[config.mk]
export PLATFORM = sky130hd
export DESIGN_NAME = uart_duplex_engine
export DESIGN_NICKNAME = d
export VERILOG_FILES = /design/src/rtl/uart_duplex_engine.sv
export SDC_FILE = /design/constraint.sdc
export NUM_CORES = 1
export LEC_CHECK = 0
export CAP_MARGIN = 30
export CORE_ASPECT_RATIO = 1.75
export CORE_MARGIN = 1.5
export CORE_UTILIZATION = 24
export CTS_CLUSTER_SIZE = 14
export DETAILED_ROUTE_END_ITERATION = 16
export SLEW_MARGIN = 10
export SYNTH_ARGS = -nofsm -noshare
export SYNTH_HDL_FRONTEND = slang
export SYNTH_SLANG_ARGS = --single-unit
[constraint.sdc]
create_clock -name clock -period 5 [get_ports clock]
set_clock_uncertainty 0.15 [all_clocks]
set_input_delay 0.5 -clock clock [delete_from_list [all_inputs] [get_ports clock]]
set_output_delay 0.5 -clock clock [all_outputs]
set_load 0.01 [all_outputs]
[src/rtl/uart_duplex_engine.sv]
// uart_duplex_engine: parametrised full-duplex UART with TX/RX FIFOs, serializer, deserializer and sticky errors.
// Define UART_LOOPBACK_EN to add the loopback port that routes the TX serializer back into the RX path.
module uart_duplex_engine #(
    parameter int DATA_W      = 8,
    parameter int TX_DEPTH    = 8,
    parameter int RX_DEPTH    = 8,
    parameter int SYNC_STAGES = 2
) (
    input  logic              clock,
    input  logic              reset_n,
`ifdef UART_LOOPBACK_EN
    input  logic              loopback,
`endif
    input  logic              wr_en,
    input  logic [DATA_W-1:0] wr_data,
    output logic              tx_full,
    output logic              tx_empty,
    input  logic              rd_en,
    output logic [DATA_W-1:0] rd_data,
    output logic              rx_empty,
    output logic              rx_full,
    input  logic [1:0]        parity_type,
    input  logic [15:0]       baud_div,
    input  logic              rxd,
    output logic              txd,
    output logic              tx_busy,
    output logic              tx_done,
    output logic              rx_busy,
    output logic              rx_done,
    output logic [2:0]        err,
    input  logic              err_clr
);
    localparam int TAW = $clog2(TX_DEPTH);
    localparam int RAW = $clog2(RX_DEPTH);
    localparam int BW  = $clog2(DATA_W);

    typedef enum logic [2:0] {T_IDLE, T_LOAD, T_START, T_DATA, T_PARITY, T_STOP} tx_state_t;
    typedef enum logic [2:0] {R_IDLE, R_START, R_DATA, R_PARITY, R_STOP} rx_state_t;

    tx_state_t         tx_state;
    rx_state_t         rx_state;
    logic [DATA_W-1:0] tx_mem [TX_DEPTH];
    logic [DATA_W-1:0] rx_mem [RX_DEPTH];
    logic [TAW-1:0]    tx_wp, tx_rp;
    logic [RAW-1:0]    rx_wp, rx_rp;
    logic [TAW:0]      tx_cnt;
    logic [RAW:0]      rx_cnt;
    logic              tx_w, tx_r, rx_push, rx_pop;
    logic [15:0]       bd_eff, tx_bd, tx_tick, rx_bd, rx_tick;
    logic [DATA_W-1:0] tx_sh, rx_sh;
    logic [BW-1:0]     tx_bit, rx_bit;
    logic              tx_par, tx_pen, tx_line, tx_end;
    logic [SYNC_STAGES-1:0] rx_sync;
    logic              rx_s, rx_prev, rx_in, rx_pen, rx_odd, rx_par, rx_end, rx_stop;
    logic [2:0]        err_set;

    assign bd_eff   = baud_div < 16'd4 ? 16'd4 : baud_div;
    assign tx_full  = tx_cnt == (TAW+1)'(TX_DEPTH);
    assign tx_empty = tx_cnt == '0;
    assign rx_full  = rx_cnt == (RAW+1)'(RX_DEPTH);
    assign rx_empty = rx_cnt == '0;
    assign tx_w     = wr_en && !tx_full;
    assign tx_r     = tx_state == T_LOAD && !tx_empty;
    assign rx_pop   = rd_en && !rx_empty;
    assign rd_data  = rx_empty ? '0 : rx_mem[rx_rp];
    assign tx_busy  = tx_state != T_IDLE;
    assign rx_busy  = rx_state != R_IDLE;
    assign tx_end   = tx_tick == tx_bd - 16'd1;
    assign rx_end   = rx_tick == rx_bd - 16'd1;
    assign rx_s     = rx_sync[SYNC_STAGES-1];
    assign rx_stop  = rx_state == R_STOP && rx_end;
    assign rx_push  = rx_stop && rx_s && !rx_full;
    assign err_set  = {rx_stop && rx_s && rx_full, rx_stop && !rx_s,
                       rx_stop && rx_s && rx_pen && (rx_par != (^rx_sh ^ rx_odd))};

`ifdef UART_LOOPBACK_EN
    logic lb_q;
    // Loopback only switches while both directions are idle so no frame is ever split.
    always_ff @(posedge clock or negedge reset_n)
        if (!reset_n) lb_q <= 1'b0;
        else if (tx_state == T_IDLE && rx_state == R_IDLE) lb_q <= loopback;
    assign rx_in = lb_q ? tx_line : rxd;
    assign txd   = tx_line | lb_q;
`else
    assign rx_in = rxd;
    assign txd   = tx_line;
`endif

    always_ff @(posedge clock) begin
        if (tx_w) tx_mem[tx_wp] <= wr_data;
        if (rx_push) rx_mem[rx_wp] <= rx_sh;
    end

    always_ff @(posedge clock or negedge reset_n)
        if (!reset_n) begin
            tx_wp  <= '0;
            tx_rp  <= '0;
            tx_cnt <= '0;
            rx_wp  <= '0;
            rx_rp  <= '0;
            rx_cnt <= '0;
        end else begin
            if (tx_w) tx_wp <= tx_wp + TAW'(1);
            if (tx_r) tx_rp <= tx_rp + TAW'(1);
            if (rx_push) rx_wp <= rx_wp + RAW'(1);
            if (rx_pop) rx_rp <= rx_rp + RAW'(1);
            tx_cnt <= tx_cnt + (TAW+1)'(tx_w) - (TAW+1)'(tx_r);
            rx_cnt <= rx_cnt + (RAW+1)'(rx_push) - (RAW+1)'(rx_pop);
        end

    // txd is registered from the transition, so the line changes on the same edge as the state.
    always_ff @(posedge clock or negedge reset_n)
        if (!reset_n) begin
            tx_state <= T_IDLE;
            tx_line  <= 1'b1;
            tx_done  <= 1'b0;
            tx_tick  <= '0;
            tx_bd    <= 16'd4;
            tx_sh    <= '0;
            tx_bit   <= '0;
            tx_par   <= 1'b0;
            tx_pen   <= 1'b0;
        end else begin
            tx_done <= tx_state == T_STOP && tx_tick == tx_bd - 16'd2;
            tx_tick <= tx_end || tx_state inside {T_IDLE, T_LOAD} ? '0 : tx_tick + 16'd1;
            case (tx_state)
                T_IDLE: if (!tx_empty) tx_state <= T_LOAD;
                T_LOAD: begin
                    tx_sh    <= tx_mem[tx_rp];
                    tx_par   <= ^tx_mem[tx_rp] ^ (parity_type == 2'b01);
                    tx_pen   <= parity_type == 2'b01 || parity_type == 2'b10;
                    tx_bd    <= bd_eff;
                    tx_line  <= 1'b0;
                    tx_state <= T_START;
                end
                T_START: if (tx_end) begin
                    tx_line  <= tx_sh[0];
                    tx_bit   <= '0;
                    tx_state <= T_DATA;
                end
                T_DATA: if (tx_end) begin
                    tx_sh  <= tx_sh >> 1;
                    tx_bit <= tx_bit + BW'(1);
                    if (tx_bit == BW'(DATA_W - 1)) begin
                        tx_line  <= tx_pen ? tx_par : 1'b1;
                        tx_state <= tx_pen ? T_PARITY : T_STOP;
                    end else tx_line <= tx_sh[1];
                end
                T_PARITY: if (tx_end) begin
                    tx_line  <= 1'b1;
                    tx_state <= T_STOP;
                end
                T_STOP: if (tx_end) tx_state <= tx_empty ? T_IDLE : T_LOAD;
                default: tx_state <= T_IDLE;
            endcase
        end

    always_ff @(posedge clock or negedge reset_n)
        if (!reset_n) begin
            rx_state <= R_IDLE;
            rx_sync  <= '1;
            rx_prev  <= 1'b1;
            rx_tick  <= '0;
            rx_bd    <= 16'd4;
            rx_sh    <= '0;
            rx_bit   <= '0;
            rx_pen   <= 1'b0;
            rx_odd   <= 1'b0;
            rx_par   <= 1'b0;
            rx_done  <= 1'b0;
            err      <= '0;
        end else begin
            rx_sync <= {rx_sync[SYNC_STAGES-2:0], rx_in};
            rx_prev <= rx_s;
            rx_done <= rx_stop;
            err     <= (err_clr ? 3'b000 : err) | err_set;
            rx_tick <= rx_end || rx_state == R_IDLE ? '0 : rx_tick + 16'd1;
            case (rx_state)
                R_IDLE: if (rx_prev && !rx_s) begin
                    rx_bd    <= bd_eff;
                    rx_pen   <= parity_type == 2'b01 || parity_type == 2'b10;
                    rx_odd   <= parity_type == 2'b01;
                    rx_state <= R_START;
                end
                // Half-bit check rejects glitches and aligns later samples to bit centres.
                R_START: if (rx_tick == (rx_bd >> 1) - 16'd1) begin
                    rx_tick  <= '0;
                    rx_bit   <= '0;
                    rx_state <= rx_s ? R_IDLE : R_DATA;
                end
                R_DATA: if (rx_end) begin
                    rx_sh  <= {rx_s, rx_sh[DATA_W-1:1]};
                    rx_bit <= rx_bit + BW'(1);
                    if (rx_bit == BW'(DATA_W - 1)) rx_state <= rx_pen ? R_PARITY : R_STOP;
                end
                R_PARITY: if (rx_end) begin
                    rx_par   <= rx_s;
                    rx_state <= R_STOP;
                end
                R_STOP: if (rx_end) rx_state <= R_IDLE;
                default: rx_state <= R_IDLE;
            endcase
        end
endmodule

### Word level (Yosys, flattened, before mapping)

Memories as Yosys holds them, arrays and structs flattened.
Index checks and enable logic that the tools add are counted.

* register bits after elaboration: 126
* bits in writable memories: 128
* bits of input ports: 32
* output and inout port bits: 20
* logic and storage cells: 166
* memories: 2

Memory list
* rx_mem: depth 8, width 8, rd ports 1, clocked after memory_dff 0, wr ports 1, line 43 `logic [DATA_W-1:0] rx_mem [RX_DEPTH];`
* tx_mem: depth 8, width 8, rd ports 1, clocked after memory_dff 0, wr ports 1, line 42 `logic [DATA_W-1:0] tx_mem [TX_DEPTH];`

* $add $sub $neg: 16
* $lt $le $gt $ge: 1
* equal/unequal tests: 32
* multiplexer cells: 43
* bitwise logic cells: 3
* reduce and logical (&&, ||, !) cells: 42

Operators by type and width (number)
* two-way mux 16 bit: 5
* == test 16 bit: 4
* two-way mux 3 bit: 18
* adder 16 x 1 -> 16 bit, second input constant: 2
* subtractor 16 x 1 -> 16 bit, second input constant: 2
* inequality test 2 bit, second input constant: 11
* adder 3 x 1 -> 3 bit, second input constant: 6
* case mux 3 bit (6 select lines): 1
* less-than comparator 16 x 3 -> 1 bit, second input constant: 1
* two-way mux 8 bit: 2
* case mux 8 bit (2 select lines): 1
* XOR reduction 8 bit: 2
* subtractor 15 x 1 -> 16 bit, second input constant: 1
* subtractor 16 x 2 -> 16 bit, second input constant: 1
* == test 3 bit, second input constant: 5
* case mux 3 bit (5 select lines): 1
* == test 3 x 2 -> 1 bit, second input constant: 4
* logical AND 1 bit: 12
* case mux 3 bit (2 select lines): 2
* AND reduction 6 bit: 2
* two-way mux 1 bit: 11
* adder 4 x 1 -> 4 bit: 2
* == test 4 bit, second input constant: 2
* logical NOT 4 bit: 2
* other kinds (19): 37

### Depth between registers and ports, before layout

Gate-level depths: netlist (run 1).

* word-level depth: 7
* gate-level depth with buffers: 18
* depth with buffers taken out: 16

### Worst setup path before layout (run 1)

Ideal clock, no wire load.

* path kind: register to register
* start point: reg rx_bd[2]
* end point: reg rx_cnt[2]
* setup time: 0.123 ns
* data arrival time: 3.822 ns
* required time: 4.727 ns
* path slack: 0.906 ns
* cell stages (with the launch flop): 19
* path buffers: 2
* clock period less this slack: 4.094 ns
* cell sequence: dfstp_2 > clkbuf_1 > inv_1 > ha_1 > or4b_4 > nor2_1 > nand3_1 > xnor2_1 > a2111oi_2 > nand3b_4 > nor4_4 > buf_4 > inv_1 > ha_1 > inv_1 > ha_1 > inv_1 > fa_1 > xnor2_1

* cells in the longest elaborated chain, start to end: 7

Ends and longest elaborated chain
* start: declaration: line 49 `logic [15:0] bd_eff, tx_bd, tx_tick, rx_bd, rx_tick;`
* start signal: assignment: line 164 `rx_bd <= 16'd4;`
* start signal: assignment: line 180 `rx_bd <= bd_eff;`
* subtractor 16 x 1 -> 16 bit: line 69 `assign rx_end = rx_tick == rx_bd - 16'd1;`
* == test 16 bit: line 69
* logical AND 1 bit: line 71 `assign rx_stop = rx_state == R_STOP && rx_end;`
* logical AND 1 bit (2 in series): line 72 `assign rx_push = rx_stop && rx_s && !rx_full;`
* adder 4 x 1 -> 4 bit: line 108 `rx_cnt <= rx_cnt + (RAW+1)'(rx_push) - (RAW+1)'(rx_pop);`
* subtractor 4 x 1 -> 4 bit: line 108
* end signal: assignment: line 108
* end: declaration: line 47 `logic [RAW:0] rx_cnt;`

No other way between the ends.
A chain may end at the register's enable or synchronous reset.

### Worst setup path in the final report (run 1)

* start point: reg rx_bd[1]
* end point: reg rx_cnt[2]

The elaborated chain is that of the path after synthesis.

==> results of run 1 <==
-- layer usage --
layer  vias up  part of all wire (%)  track usage (%)
met5         -                     0                0
met2       121                    57            20.93
met4         0                   3.8            4.788
met1      4011                    37            10.53
li1       3896                     -                -
met3        60                   2.7            1.155
-- worst paths after layout --
path                                              to  slack [ps]  cells past startpoint
worst min-delay path            rx_sync[1]$_DFF_PN1_         210                      0
worst min register to register  rx_sync[1]$_DFF_PN1_         210                      0
worst max-delay path             rx_cnt[2]$_DFF_PN0_         610                     16
worst max register to register   rx_cnt[2]$_DFF_PN0_         610                     16
min in group asynchronous          tx_done$_DFF_PN0_         430                      2
max in group asynchronous        tx_cnt[3]$_DFF_PN0_        3200                      3
-- through the flow --
step                cell area (um2)  cells
CTS                           15000   1790
finish                        15040   1794
floorplan                     12830   1058
global route                  15040   1794
detailed placement            14080   1742
global placement              14020   1740
-- flip-flops by register name, indices dropped and copies added (netlist names), 8 cells and up --
register	flops
tx_tick	16
rx_mem	64
rx_bd	16
tx_mem	64
rx_sh	8
tx_bd	16
rx_tick	16
tx_sh	8
-- placed cells by master, fill, tap and decap left out, types with 6 or more instances in the layout --
cell type,n
edfxtp_1,128
dfrtp_1,120
nor2_1,92
nand2_1,66
xor2_1,60
xnor2_1,58
clkdlybuf4s50_1,50
mux2_2,40
inv_1,37
nand3_1,37
o21ai_0,36
mux2i_1,34
mux4_2,28
ha_1,28
a21oi_1,27
clkbuf_16,26
nor3_1,19
and3_1,16
nand4_1,13
nand2b_1,11
nor4_1,11
buf_4,10
nor2b_1,8
a31oi_1,8
nor3b_1,6
dfstp_2,6
-- critical path, cell delays in order, from the launching register on --
cell	delay [ps]
dfrtp_1	430
inv_1	100
ha_1	290
or4b_4	540
nor2_1	240
nand3_1	130
xnor2_1	140
a2111oi_2	410
nand3b_4	130
nor4_4	530
inv_1	90
ha_1	310
inv_1	60
ha_1	150
inv_1	60
fa_1	380
xnor2_1	130
-- cell type report --
type / instances / area [um2] / share of cell area, %
Clock buffer: 33 / 716.9 / 4.767
Clock inverter: 14 / 196.4 / 1.306
Inverter: 39 / 146.4 / 0.9734
Multi-Input combinational cell: 704 / 5445 / 36.21
Sequential cell: 254 / 7004 / 46.57
Tap cell: 684 / 855.8 / 5.691
Timing Repair Buffer: 66 / 674.4 / 4.484
-- report_power, final --
group          leakage, nW  switching, mW  internal [mW]  total (mW)
Clock                0.454          0.830           1.23        2.06
Combinational         2.43          0.736          0.729        1.46
Sequential            2.58          0.407           2.46        2.87
Total                 5.47           1.97           4.42        6.39
-- logic make-up after synthesis --
logic type                 share of synthesized area [%]
and+or+nand+nor                                    13.22
DFF                                                54.58
AOI/OAI and AO/OA                                  6.874
xor gates and xnor gates                           8.053
muxes                                              11.16
buffers and inverters                              3.071
adders and majority gates                          3.042
-- timing repair --
action	CTS	global route
resized for setup	0	0
hold buffers	1	0
endpoints found under the hold margin	77	0
==> reports/metrics.cfg, run 1 <==
[status]
outcome=completed

[drt]
routed_wl_um=27930
drtAntennaViolNets=0
drt_iter0_markers=336
via_count=8088
wl_per_cell_um=15.57
firstDrtPassIters=4
viasPerCell=4.508
post-route-drc-count=0

[critical_path]
cp.arrival_ps=4660
path_class=flop to flop
cp_data_required_time_ps=5270
cp-start-kind=flop
cp-startpoint=rx_bd[1]$_DFFE_PN0P_
critPathMaxFanout=11
worst_setup_path_end_kind=flop
rr_startpoint=rx_bd[1]$_DFFE_PN0P_

[place]
gp_congestion=0.8413
portBuffers=51
pre_cts_ws_ps=588.3
place_hpwl_um=20770

[die]
ios=52
fp.coreArea_um2=53110
start_util_pct=24.16
dieArea_um2=54920
die_y_um=308.9
rows=112
die_w_um=177.8

[timing]
fmax_ghz=0.2280
min_period_ps=4386
holdWs_ps=209.6
slew_violations=0
rsz0062_at_grt=no
hold_viol_final=0
setup_tns_ps=0
relSlewSlack_pct=38.67
setup_slack_ps=614.1
worst_pin_slew_ps=916.6
setup_viol=0
fin_crit_sh_pct=87.72

[cts]
cts_sinks=254
cts_root_buffer=clkbuf_16
cts_tree=yes
clk_pin_slew_ps=60
cts_setup_buffers=0
numCtsBuffers=26
h-tree-depth=1
clk_latency_ps=550
cts_buffer_depth=3

[synth]
yosysWarnings=0
netlist_instances=1058
syn_nets=1120
ys.flop_type=edfxtp_1
synth-async-reset-ratio_pct=49.61
yosysTopAreaCellShare_pct=29.95
synthTopCellsByCount=edfxtp_1, dfrtp_1, nor2_1, nand2_1, xor2_1
synthMostInstantiatedCell=edfxtp_1
avgSynthCellArea_um2=12.13
ys_ff_latch=254
synth-edff-count=128
syn-cell-area_um2=12830
synth_top_area_cell=edfxtp_1
synth_area_leaders=edfxtp_1, dfrtp_1, mux4_2, xor2_1, xnor2_1
ys_seq_area_share_pct=54.58
synth.distinct_cells=76

[final_layout]
fin_nets=1153
layout-drive-gt1-share_pct=13.87
diodes=0
fillCellCount=5398
final_util_pct=28.32
syn2layout_area_growth_pct=17.19

[pwr]
total_power_mw=6.393
ir_drop_uv=226.5
leakagePower_nw=5.471
p_per_area_nw_per_um2=425.1

[flow_run]
max_cap_viol_count=0

[global_route]
grt_pass1_vias=8425
overflow=0
grt.total_usage_pct=10.46
antenna_found_initial=0
grt_max_degree=84
grt_pass1_wl_um=45200

[min_path]
hold_class=flop to flop
hp-start=rx_sync[0]$_DFF_PN1_

(Power assumes the default switching activity.)
==> run 2, diff against run 1 <==
Settings changed: CORE_UTILIZATION 24 to 35, CTS_CLUSTER_DIAMETER set to 30, SKIP_CTS_REPAIR_TIMING set to 1.
==> run 2 against run 1 <==
Combinational power is essentially flat. Final cell count shrank 10%. Register-to-register slack gained 120 ps. Critical path depth grew 1. Critical endpoint unchanged. Largest cell class unchanged.
==> reports/metrics.cfg, run 2 (same netlist as run 1, synthesis figures left out) <==
[status]
outcome=completed

[final_layout]
fin_nets=1170
top_regs=rx_mem x64, tx_mem x64
final_common_cell=edfxtp_1
postLayoutCellArea_um2=15240
syn2layout_area_growth_pct=18.72
layout-drive-gt1-share_pct=15.29
diodes=0
mostFrequentLayoutCells=edfxtp_1, dfrtp_1, nor2_1
final_util_pct=42.29

[drt]
wl_per_cell_um=17.03
via_count=8181
drtAntennaViolNets=0
routed_wl_um=27380
post-route-drc-count=0
drt_iter0_markers=442
firstDrtPassIters=6
viasPerCell=5.088

[global_route]
grt_pass1_vias=8571
grt_max_degree=92
antenna_found_initial=0
overflow=0
grt.total_usage_pct=14.95
grt_pass1_wl_um=44790

[place]
placed_area_um2=13830
portBuffers=51
place_hpwl_um=19810
gp_congestion=0.8640

[timing]
relSlewSlack_pct=39.02
hold_viol_final=0
slew_violations=0
setup_viol=0
setup_tns_ps=0
fin_crit_sh_pct=85.28
worst_pin_slew_ps=911.4
rsz0062_at_grt=no
min_period_ps=4264
fmax_ghz=0.2345

[cts]
clk_pin_slew_ps=50
numCtsBuffers=39
clk_latency_ps=540
cts_sinks=254
cts_buffer_depth=3
cts_tree=yes
h-tree-depth=2
cts_root_buffer=clkbuf_16

[critical_path]
crit_top_cell=inv_1
r2r_slack_ps=740
rr_startpoint=rx_bd[1]$_DFFE_PN0P_
critPathMaxFanout=11
cp_data_required_time_ps=5260
slowest_stage=or4b_4
worst_setup_path_end_kind=flop
crit_family=simple AND/OR/NAND/NOR gates
r2r_cells=17
slowest_delay_ps=520
cp-start-kind=flop
crit_chain=inv_1 -> ha_1 -> or4b_4 -> nor2_1 -> nand3_1 -> xnor2_1 -> a2111oi_2 -> nand3b_4 -> nor4_4 -> buf_4 -> inv_1 -> ha_1 -> inv_1 -> ha_1 -> inv_1 -> fa_1 -> xnor2_1
r2r-end=rx_cnt[2]$_DFF_PN0_
path_class=flop to flop
cp.arrival_ps=4520
path_buf_inv=5

[pwr]
p_switching_mw=2.148
clkPwrFrac_pct=39.2
comb_power_share_pct=20.3
p_int_mw=4.949
p_per_area_nw_per_um2=465.8
switching_share_pct=30.26
ir_drop_uv=247.0
leakagePower_nw=5.686
p_seq_share_pct=40.5

[die]
fp.coreArea_um2=36030
die_w_um=147.8
start_util_pct=35.62
rows=92
die_y_um=256.3
dieArea_um2=37870
ios=52

[min_path]
hold_class=input pin to asynchronous set/reset pin

[flow_run]
max_cap_viol_count=0

==> run 2: how the worst max path moves through the flow <==
stage,startpoint,endpoint,slack (ps),cells past startpoint
6_report,rx_bd[1]$_DFFE_PN0P_,rx_cnt[2]$_DFF_PN0_,740,17
5_1_grt,rx_bd[1]$_DFFE_PN0P_,rx_cnt[2]$_DFF_PN0_,440,17
4_1_cts,rx_bd[1]$_DFFE_PN0P_,rx_cnt[2]$_DFF_PN0_,720,17
3_5_place_dp,rx_bd[1]$_DFFE_PN0P_,rx_cnt[2]$_DFF_PN0_,740,17
3_3_place_gp,rx_bd[1]$_DFFE_PN0P_,rx_cnt[1]$_DFF_PN0_,770,17
2_1_floorplan,rx_bd[2]$_DFFE_PN1P_,rx_cnt[2]$_DFF_PN0_,910,18
==> run 2: through the flow <==
step                setup WS, ps  hold slack, ps  power, mW  cells
floorplan                  905.9           54.41      3.921   1058
global placement           770.8           198.1      4.317   1529
detailed placement         744.2           199.0      4.369   1532
CTS                        717.0          -84.52      7.191   1603
global route               435.7           181.5      7.491   1608
finish                     736.1           178.9      7.097   1608
==> run 2: routing by layer <==
| metal | GRT usage, % | share of wire [%] |
|---|---|---|
| met1 | 15.07 | 36 |
| met5 | 0 | 0 |
| met2 | 28.41 | 56 |
| met4 | 8.361 | 5.2 |
| met3 | 2.544 | 3.4 |
==> run 2: power by group through the flow <==
stage | clock (mW) | sequential [mW] | combinational [mW]
after floorplan | 0 | 2.62 | 1.31
after global placement | 0 | 2.92 | 1.39
after detailed placement | 0 | 2.92 | 1.45
after CTS | 2.85 | 2.88 | 1.46
after global routing | 2.94 | 2.93 | 1.62
final | 2.78 | 2.87 | 1.44
==> run 2: layout make-up <==
class                           count  area (um2)
Clock buffer                       49        1033
Clock inverter                     22       310.3
Fill cell                        3339       20790
Inverter                           39       146.4
Multi-Input combinational cell    704        5440
Sequential cell                   254        7004
Tap cell                          470       588.1
Timing Repair Buffer               70       713.2
==> run 3, diff against run 2 <==
Settings changed: CORE_UTILIZATION 35 to 60, PLACE_DENSITY set to 0.79, SETUP_SLACK_MARGIN set to 0.1.
==> run 3 against run 2 <==
Critical path depth fell by 1. Sequential power hardly changed. Sequential share of layout area up 1.8 points. Clock power decreased by 15%. Wire length fell by 4.9%.
==> reports/metrics.cfg, run 3 (same netlist as run 1, synthesis figures left out) <==
[status]
outcome=completed

[die]
die_y_um=196.5
rows=70
start_util_pct=61.31
ios=52
fp.coreArea_um2=20930
dieArea_um2=22310
die_w_um=113.6

[pwr]
comb_power_share_pct=22.3
p_int_mw=4.637
switching_share_pct=30.92
p_per_area_nw_per_um2=458.1
clkPwrFrac_pct=35.2
p_switching_mw=2.076
leakagePower_nw=5.531
p_seq_share_pct=42.4
ir_drop_uv=437.2
total_power_mw=6.713

[timing]
relSlewSlack_pct=32.68
fmax_ghz=0.2323
slew_violations=0
worst_pin_slew_ps=984.3
setup_tns_ps=0
hold_viol_final=0
rsz0062_at_grt=no
fin_crit_sh_pct=86.08
min_period_ps=4304
setup_viol=0

[drt]
wl_per_cell_um=18.98
post-route-drc-count=0
drt_iter0_markers=382
routed_wl_um=26050
via_count=8215
firstDrtPassIters=7
drtAntennaViolNets=0
viasPerCell=5.988

[cts]
cts_sinks=254
cts_root_buffer=clkbuf_16
cts_buffer_depth=3
clk_latency_ps=520
cts_tree=yes
numCtsBuffers=34
h-tree-depth=2
clk_pin_slew_ps=60

[critical_path]
cp-start-kind=flop
cp_data_required_time_ps=5230
critPathMaxFanout=17
path_class=flop to flop
cp.arrival_ps=4530
worst_setup_path_end_kind=flop

[flow_run]
max_cap_viol_count=0

[global_route]
overflow=0
antenna_found_initial=0
grt_pass1_vias=8444
grt.total_usage_pct=24.44
grt_max_degree=88
grt_pass1_wl_um=42910

[final_layout]
layout-drive-gt1-share_pct=14.37
diodes=0
fin_nets=1157
mostFrequentLayoutCells=edfxtp_1, dfrtp_1, nor2_1
final_common_cell=edfxtp_1
syn2layout_area_growth_pct=14.18
top_regs=rx_mem x64, tx_mem x64

[place]
place_hpwl_um=18050
portBuffers=51
gp_congestion=0.8885

[min_path]
hold_class=flop to flop

==> run 3: cell type report <==
cell class	instances	area (um2)
clock inverter	21	219.0
timing repair buffer	62	616.8
sequential	254	7004
multi-input combinational	704	5435
inverter	39	146.4
clock buffer	40	915.9
tap	252	315.3
fill	1423	6280
==> run 3: worst paths after layout <==
path	endpoint	cells past startpoint	startpoint	slack, ps
max in group asynchronous	txd$_DFFE_PN1P_	3	reset_n	3200
hold reg to reg	rx_sync[1]$_DFF_PN1_	0	rx_sync[0]$_DFF_PN1_	210
hold / removal	rx_sync[1]$_DFF_PN1_	0	rx_sync[0]$_DFF_PN1_	210
setup / recovery	rx_cnt[2]$_DFF_PN0_	16	rx_bd[1]$_DFFE_PN0P_	700
setup reg to reg	rx_cnt[2]$_DFF_PN0_	16	rx_bd[1]$_DFFE_PN0P_	700
min in group asynchronous	rx_tick[14]$_DFF_PN0_	2	reset_n	480
==> run 3: critical path, stage by stage, from the launching register on <==
cell	delay, ps
dfrtp_1	420
inv_1	100
ha_1	300
or4b_4	530
nor2_1	220
nand3_1	140
xnor2_1	150
a2111oi_2	410
nand3b_4	280
nor4_4	320
inv_1	70
ha_1	290
inv_1	60
ha_1	160
inv_1	60
fa_1	380
xnor2_1	130
==> run 3: through the flow <==
| step | utilization, % | cell area (um2) | std cells | hold slack, ps | setup slack [ps] |
|---|---|---|---|---|---|
| detailed placement | 64.49 | 13500 | 1309 | 199.1 | 728.4 |
| finish | 70.00 | 14650 | 1372 | 206.8 | 696.0 |
| CTS | 69.92 | 14640 | 1370 | -62.40 | 679.6 |
| global placement | 64.36 | 13470 | 1308 | 196.0 | 839.1 |
| floorplan | - | 12830 | 1058 | 54.41 | 905.9 |
| global route | 70.00 | 14650 | 1372 | 213.9 | 370.2 |
==> run 3: power by group through the flow <==
stage / Combinational (mW) / Sequential [mW] / Clock [mW]
6_report: 1.50 / 2.85 / 2.36
3_5_place_dp: 1.49 / 2.88 / 0
5_1_grt: 1.65 / 2.90 / 2.48
4_1_cts: 1.51 / 2.85 / 2.40
2_1_floorplan: 1.31 / 2.62 / 0
3_3_place_gp: 1.40 / 2.90 / 0
==> run 3: routing by layer <==
| metal | global-route usage, % | routed length, um |
|---|---|---|
| met1 | 27.51 | 9881 |
| met2 | 45.56 | 14360 |
| met3 | 3.352 | 861 |
| met4 | 10.60 | 941 |
| met5 | 0 | 0 |
